`config.mk`:
```
export PLATFORM = sky130hd
export DESIGN_NAME = iq_dac_spi_tx
export DESIGN_NICKNAME = d
export VERILOG_FILES = /design/src/rtl/iq_dac_spi_tx.sv
export SDC_FILE = /design/constraint.sdc
export NUM_CORES = 1
export LEC_CHECK = 0
export CORE_UTILIZATION = 53
export CTS_CLUSTER_SIZE = 40
export DETAILED_ROUTE_END_ITERATION = 6
export PLACE_DENSITY_LB_ADDON = 0.12
export SLEW_MARGIN = 20
export SYNTH_ARGS = -nofsm -noshare
export SYNTH_HDL_FRONTEND = slang
export SYNTH_SLANG_ARGS = --single-unit
```
`constraint.sdc`:
```
create_clock -name clk_in -period 2.15 [get_ports clk_in]
set_clock_uncertainty 0.15 [all_clocks]
set_input_delay 0.43 -clock clk_in [delete_from_list [all_inputs] [get_ports clk_in]]
set_output_delay 0.43 -clock clk_in [all_outputs]
set_load 0.02 [all_outputs]
```
`src/rtl/iq_dac_spi_tx.sv`:
```
// Serialises a captured I/Q pair to a dual-channel SPI DAC: channel A frame (I), then channel B (Q).
// Optional macro DAC_LDAC_EN adds a post-frame LDAC pulse so both DAC outputs update together.
module iq_dac_spi_tx #(
   parameter int         BIT_WIDTH = 10,
   parameter int         CLK_DIV   = 2,
   parameter int         CS_GAP    = 2,
   parameter logic [3:0] CMD_A     = 4'b0011,
   parameter logic [3:0] CMD_B     = 4'b1011
) (
   input  logic                 clk_in,
   input  logic                 rst_in,
   input  logic                 en_in,
   input  logic                 sample_stb,
   input  logic [BIT_WIDTH-1:0] I_in,
   input  logic [BIT_WIDTH-1:0] Q_in,
   output logic                 busy,
   output logic                 done,
   output logic                 overrun,
   output logic                 sclk,
   output logic                 cs_n,
   output logic                 mosi,
   output logic                 ldac_n
);

   localparam int PAD   = 12 - BIT_WIDTH;
   localparam int DIV_W = (CLK_DIV > 1) ? $clog2(CLK_DIV) : 1;
   localparam int GAP_W = (CS_GAP > 1) ? $clog2(CS_GAP) : 1;
   localparam logic [DIV_W-1:0] DIV_LAST = DIV_W'(CLK_DIV - 1);
   localparam logic [GAP_W-1:0] GAP_LAST = GAP_W'(CS_GAP - 1);

`ifdef DAC_LDAC_EN
   localparam logic LDAC_IDLE = 1'b1;
`else
   localparam logic LDAC_IDLE = 1'b0;
`endif

   typedef enum logic [2:0] {
      ST_IDLE    = 3'd0,
      ST_SHIFT_A = 3'd1,
      ST_GAP_A   = 3'd2,
      ST_SHIFT_B = 3'd3,
      ST_GAP_B   = 3'd4
`ifdef DAC_LDAC_EN
      , ST_LDAC  = 3'd5
`endif
   } state_t;

   state_t           state_reg, state_next;
   logic [DIV_W-1:0] div_cnt_reg, div_cnt_next;
   logic             phase_reg, phase_next;
   logic [3:0]       bit_cnt_reg, bit_cnt_next;
   logic [GAP_W-1:0] gap_cnt_reg, gap_cnt_next;
   logic [15:0]      shift_reg, shift_next;
   logic [15:0]      q_frame_reg, q_frame_next;

   logic busy_reg, busy_next;
   logic done_reg, done_next;
   logic sclk_reg, sclk_next;
   logic cs_n_reg, cs_n_next;
   logic mosi_reg, mosi_next;
   logic ldac_n_reg, ldac_n_next;

   logic [11:0] i_data12;
   logic [11:0] q_data12;

   // Left-justify the samples into the 12-bit DAC data field, zero-filling the LSBs.
   for (genvar gi = 0; gi < 12; gi++) begin : g_pad
      if (gi >= PAD) begin : g_data
         assign i_data12[gi] = I_in[gi-PAD];
         assign q_data12[gi] = Q_in[gi-PAD];
      end else begin : g_zero
         assign i_data12[gi] = 1'b0;
         assign q_data12[gi] = 1'b0;
      end
   end

   always_ff @(posedge clk_in or negedge rst_in) begin
      if (!rst_in) begin
         state_reg   <= ST_IDLE;
         div_cnt_reg <= '0;
         phase_reg   <= 1'b0;
         bit_cnt_reg <= '0;
         gap_cnt_reg <= '0;
         shift_reg   <= '0;
         q_frame_reg <= '0;
         busy_reg    <= 1'b0;
         done_reg    <= 1'b0;
         sclk_reg    <= 1'b0;
         cs_n_reg    <= 1'b1;
         mosi_reg    <= 1'b0;
         ldac_n_reg  <= LDAC_IDLE;
      end else begin
         state_reg   <= state_next;
         div_cnt_reg <= div_cnt_next;
         phase_reg   <= phase_next;
         bit_cnt_reg <= bit_cnt_next;
         gap_cnt_reg <= gap_cnt_next;
         shift_reg   <= shift_next;
         q_frame_reg <= q_frame_next;
         busy_reg    <= busy_next;
         done_reg    <= done_next;
         sclk_reg    <= sclk_next;
         cs_n_reg    <= cs_n_next;
         mosi_reg    <= mosi_next;
         ldac_n_reg  <= ldac_n_next;
      end
   end

   always_comb begin
      state_next   = state_reg;
      div_cnt_next = div_cnt_reg;
      phase_next   = phase_reg;
      bit_cnt_next = bit_cnt_reg;
      gap_cnt_next = gap_cnt_reg;
      shift_next   = shift_reg;
      q_frame_next = q_frame_reg;
      if (!en_in) begin
         state_next   = ST_IDLE;
         div_cnt_next = '0;
         phase_next   = 1'b0;
         bit_cnt_next = '0;
         gap_cnt_next = '0;
      end else begin
         unique case (state_reg)
            ST_IDLE: begin
               if (sample_stb) begin
                  state_next   = ST_SHIFT_A;
                  shift_next   = {CMD_A, i_data12};
                  q_frame_next = {CMD_B, q_data12};
                  div_cnt_next = '0;
                  phase_next   = 1'b0;
                  bit_cnt_next = '0;
               end
            end
            ST_SHIFT_A, ST_SHIFT_B: begin
               if (div_cnt_reg == DIV_LAST) begin
                  div_cnt_next = '0;
                  if (!phase_reg) begin
                     phase_next = 1'b1;
                  end else begin
                     phase_next = 1'b0;
                     if (bit_cnt_reg == 4'd15) begin
                        state_next   = (state_reg == ST_SHIFT_A) ? ST_GAP_A : ST_GAP_B;
                        gap_cnt_next = '0;
                     end else begin
                        bit_cnt_next = bit_cnt_reg + 4'd1;
                        shift_next   = {shift_reg[14:0], 1'b0};
                     end
                  end
               end else begin
                  div_cnt_next = div_cnt_reg + DIV_W'(1);
               end
            end
            ST_GAP_A: begin
               if (gap_cnt_reg == GAP_LAST) begin
                  state_next   = ST_SHIFT_B;
                  shift_next   = q_frame_reg;
                  div_cnt_next = '0;
                  phase_next   = 1'b0;
                  bit_cnt_next = '0;
               end else begin
                  gap_cnt_next = gap_cnt_reg + GAP_W'(1);
               end
            end
            ST_GAP_B: begin
               if (gap_cnt_reg == GAP_LAST) begin
`ifdef DAC_LDAC_EN
                  state_next   = ST_LDAC;
                  div_cnt_next = '0;
`else
                  state_next   = ST_IDLE;
`endif
               end else begin
                  gap_cnt_next = gap_cnt_reg + GAP_W'(1);
               end
            end
`ifdef DAC_LDAC_EN
            ST_LDAC: begin
               if (div_cnt_reg == DIV_LAST) begin
                  state_next = ST_IDLE;
               end else begin
                  div_cnt_next = div_cnt_reg + DIV_W'(1);
               end
            end
`endif
            default: state_next = ST_IDLE;
         endcase
      end
   end

   // Outputs are registered from the next-state view so they align with the state they describe.
   always_comb begin
      busy_next   = (state_next != ST_IDLE);
      done_next   = en_in && (state_reg != ST_IDLE) && (state_next == ST_IDLE);
      sclk_next   = 1'b0;
      cs_n_next   = 1'b1;
      mosi_next   = 1'b0;
      ldac_n_next = LDAC_IDLE;
      case (state_next)
         ST_SHIFT_A, ST_SHIFT_B: begin
            cs_n_next = 1'b0;
            sclk_next = phase_next;
            mosi_next = shift_next[15];
         end
`ifdef DAC_LDAC_EN
         ST_LDAC: ldac_n_next = 1'b0;
`endif
         default: ;
      endcase
   end

   assign busy    = busy_reg;
   assign done    = done_reg;
   assign sclk    = sclk_reg;
   assign cs_n    = cs_n_reg;
   assign mosi    = mosi_reg;
   assign ldac_n  = ldac_n_reg;
   // A strobe that cannot be taken is flagged in the same cycle it arrives.
   assign overrun = sample_stb & en_in & busy_reg;

endmodule

```
**Yosys cells after proc, flatten, opt, wreduce, memory -nomap -nowiden**

Cells that the tools add are included.
Widths: inputs -> output; s select.

- Input bits: 24
- Output and inout bits: 7
- Bits in registers: 42

- Eq/ne operators: 20
- Reductions and logical operators: 15
- Bitwise gates (word level): 2
- Muxes and demuxes: 43
- Add/subtract/negate cells: 3

Operators by type and width:

| cell | number |
|---|---|
| $mux 16 | 6 |
| $pmux 16 s3 | 1 |
| $mux 3 | 8 |
| $mux 4 | 6 |
| $ne 3x3->1 const B | 6 |
| $mux 1 | 17 |
| $pmux 3 s4 | 1 |
| $pmux 4 s3 | 1 |
| $ne 2x2->1 const B | 5 |
| $eq 3x2->1 const B | 3 |
| $reduce_bool 3->1 | 3 |
| $reduce_and 7->1 | 1 |
| $eq 3x1->1 const B | 2 |
| $logic_not 3->1 | 2 |
| $pmux 1 s3 | 2 |
| $reduce_and 3->1 | 2 |
| $reduce_and 6->1 | 1 |
| $reduce_or 2->1 | 3 |
| $add 4x1->4 const B | 1 |
| $eq 4x4->1 const B | 1 |
| $ne 4x1->1 const B | 1 |
| $reduce_and 4->1 | 1 |
| $eq 3x3->1 const B | 1 |
| $ne 3x2->1 const B | 1 |
| 4 further kinds | 7 |

**Longest topological paths before layout**

- Depth in word-level cells: 10
- Gate-level depth with buffers: 6

**Worst setup path after synthesis**

OpenSTA, ideal clock, no wires.

- Path kind: reg2reg
- Start: register bit_cnt_reg[0]
- End: register shift_reg[10]
- Path slack: 179 ps
- Data required time: 1,875 ps
- Stages on the path, launching flop included: 7
- Setup time: 125 ps
- Arrival time: 1,695 ps
- Cells stage by stage: dfrtp_1 -> ha_1 -> and3_4 -> nor3_4 -> o21ai_4 -> buf_12 -> mux2_4

- Word-level cells in the longest chain between the ends: 3

RTL lines:

| what | RTL line | text |
|---|---|---|
| start: declaration | 51 | `logic [3:0] bit_cnt_reg, bit_cnt_next;` |
| start signal: assignment | 96 | `bit_cnt_reg <= bit_cnt_next;` |
| $eq 4x4->1 | 142 | `if (bit_cnt_reg == 4'd15) begin` |
| $ne 2x2->1 (no line) | - |  |
| $reduce_and 7->1 (no line) | - |  |
| end signal: assignment | 98 | `shift_reg <= shift_next;` |
| end: declaration | 53 | `logic [15:0] shift_reg, shift_next;` |

No other way between the ends.
A chain may end at the register's enable or synchronous reset.

**Final worst setup path**

- Start: register bit_cnt_reg[0]
- End: register shift_reg[13]

The elaborated chain is that of the path after synthesis.

==> run_results.csv <==
group,metric,value,unit
logic_synthesis,synth_edf_count,0,
pwr,powerDensity,676,nW/µm²
clocking,path_clk_slew,0.07,ns
clocking,cts_max_path_buffers,2,
critical_path,end_kind,"flip-flop",
placement,dp_hpwl,2690,µm
final_layout,syn2layout_area_growth,22.6,%
route,route.vias.total,1444,
timing,tns,0,ns
placement,post_dp_cell_area,2430,µm²
timing,finalMaxSlewViolations,0,
floorplanning,die_x,64.1,µm
final_layout,postLayoutCellArea,2510,µm²
route,drc_errors,0,
logic_synthesis,yosys-top-cells-area,"dfrtp_1 49%, mux2_2 7.7%, mux2_4 6.6%",
clocking,cts_hold_buf,0,
pwr,p_leak,1.12,nW
placement,placedCellCount,242,
pwr,irDropWorstVdd,0.000375,V
timing,setup_slack,0.127,ns
logic_synthesis,synth_area_per_cell,12.4,µm²
final_layout,ff_latch_area,1030,µm²
route,drt-vias-per-instance,5.78,
logic_synthesis,syn-num-nets,190,
grt,grt_pass1_wl,6810,µm
timing,post-route-period-util,94.1,%
logic_synthesis,synth.top_cell.area_share,48.9,%
grt,grt_pass1_vias,1443,
timing,max-slew-margin-rel,66.6,%
floorplanning,rows,22,
timing,hold_viol_final,0,
floorplanning,start_util,55.5,%
run,drv_cap,0,
clocking,numCtsBuffers,5,
timing,worstMarginPinSlew,0.501,ns
route,wl_per_cell,15.8,µm
timing,setup_viol,0,
final_layout,final_common_cell,"dfrtp_1",
logic_synthesis,yosys.area.top_type,"dfrtp_1",
route,first_iter_violations,55,
final_layout,largest_register_ffs,15,
critical_path,worstSetupStartpointType,"flip-flop",
route,wl_met3,147,µm
logic_synthesis,synth_seq_cells,41,
logic_synthesis,ys_seq_area_share,50.2,%
final_layout,diodes,0,
clocking,clock_sinks,41,
route,drt-met1-wl,1950,µm
critical_path,crit_chain,"ha_1 > and3_4 > nor3_4 > o21ai_4 > buf_12 > mux2_4",
route,first_pass_iters,4,
floorplanning,core_region_area,3690,µm²
run_status,outcome,"finished, final reports clean",
critical_path,cpPeakStageDelay,0.42,ns
timing,rsz0062_at_grt,"false",
placement,port_buffers,29,
critical_path,cp.required,2.18,ns
critical_path,crit_family,"simple AND/OR/NAND/NOR gates",
clocking,clk-insertion-delay-late,0.29,ns
logic_synthesis,synth_area,2050,µm²
critical_path,crit_type,"reg2reg",
final_layout,post-route-util,68.0,%
route,final_antenna_net_count,0,
critical_path,path_buf_inv,1,
hold_path,hold_path.class,"in2async",
timing,fmax,494,MHz
grt,grt_overflow,0,
floorplanning,ioPinCount,31,
clocking,cts_tree,"built",
critical_path,critical_path_arrival,2.05,ns
logic_synthesis,ys_warn_count,0,
clocking,clockRootBuffer,"clkbuf_8",
placement,gp_congestion,0.819,
logic_synthesis,synth.distinct_cells,49,
route,top_layer_used,"met4",
final_layout,nNetsFinal,226,
grt,track_usage,21.8,%
final_layout,multi_input_area,931,µm²
timing,period_needed,2.02,ns
final_layout,n_fill_cell,286,
floorplanning,die_height,64.1,µm
logic_synthesis,synthFlopType,"dfrtp_1",
critical_path,cp_max_fo,14,
floorplanning,die-area,4110,µm²
final_layout,drive_gt1_share,26.7,%
route,totalWireLength,3950,µm
grt,grt_max_degree,42,
clocking,cts_max_level,2,
route,wl_met2,1800,µm
logic_synthesis,async_reset_ff_share,100,%
final_layout,final_cell_mix,"40 x dfrtp_1, 27 x clkdlybuf4s50_1, 14 x mux2_2",
placement,pre_cts_slack,-0.125,ns
final_layout,stdcell_count,250,
critical_path,crit_slowest_cell,"dfrtp_1",
grt,antenna_found_initial,0,
logic_synthesis,synth_cells,165,
[through the flow]
step / total power [W] / hold slack, ns
2_1_floorplan: 0.00111 / -0.0156
3_3_place_gp: 0.00122 / 0.325
3_5_place_dp: 0.00124 / 0.342
4_1_cts: 0.00172 / 0.0573
5_1_grt: 0.00178 / 0.0789
6_report: 0.00170 / 0.0453
[final timing paths]
check,cells past startpoint,from,end,slack [ns]
hold reg to reg,1,shift_reg[4]$_DFFE_PN0P_,shift_reg[4]$_DFFE_PN0P_,0.36
setup / recovery,6,bit_cnt_reg[0]$_DFFE_PN0P_,shift_reg[13]$_DFFE_PN0P_,0.13
setup reg to reg,6,bit_cnt_reg[0]$_DFFE_PN0P_,shift_reg[13]$_DFFE_PN0P_,0.13
max in group asynchronous,2,rst_in,cs_n$_DFF_PN1_,1.45
hold / removal,2,rst_in,bit_cnt_reg[3]$_DFFE_PN0P_,0.05
min in group clk_in,1,shift_reg[4]$_DFFE_PN0P_,shift_reg[4]$_DFFE_PN0P_,0.36
[routing by layer]
metal,vias up,GRT usage (%)
met5,-,0
met4,0,9.17
met3,5,5.36
met2,31,32.3
met1,724,30.6
li1,684,-
[what timing repair did]
item / in CTS / in global routing
gates resized for setup: 1 / 0
setup endpoints to repair: 1 / 0
setup buffers: 0 / 0
[cell usage after synthesis (2+ instances only)]
cell	n
and2_1	3
nand3_1	5
mux2_4	9
nand2_1	4
a21oi_1	4
a22oi_1	12
and3_1	3
clkbuf_1	5
dfrtp_1	40
inv_1	3
buf_2	4
a21boi_0	2
o21a_1	2
o21ai_0	2
nand2b_1	2
and2_2	2
o221a_2	2
nor3_1	2
o2bb2ai_1	12
mux2_2	14
nor2b_1	4
nor2_1	2
[power by group]
group	leakage (nW)	internal (W)	switching, W
combinational	0.551	0.000182	0.000118
sequential	0.527	0.000866	0.0000538
clock	0.0395	0.000231	0.000246
total	1.12	0.00128	0.000418
[kinds of logic after synthesis]
| group | share of synthesized area, % |
|---|---|
| AO/OA/AOI/OAI | 17.5 |
| buffers and inverters | 4.34 |
| AND/OR/NAND/NOR | 12.0 |
| other | 0.183 |
| XOR/XNOR | 0.428 |
| adder cells (fa/ha/maj) | 0.611 |
| flip-flops | 50.2 |
| multiplexers | 14.8 |
[worst register-to-register path, delay by kind of cell (launching register included)]
family | cells | cell delay, ns
AO/OA/AOI/OAI | 1 | 0.09
adder cells (fa/ha/maj) | 1 | 0.25
buffers and inverters | 1 | 0.16
flip-flops | 1 | 0.42
multiplexers | 1 | 0.30
AND/OR/NAND/NOR | 2 | 0.54
[area by class of cell]
class,count,share of cell area (%)
Sequential cell,41,40.9
Multi-Input combinational cell,109,37.1
Timing Repair Buffer,41,15.9
Clock buffer,8,3.19
Tap cell,48,2.39
Inverter,3,0.449
Power figures use the tool's default switching activity.
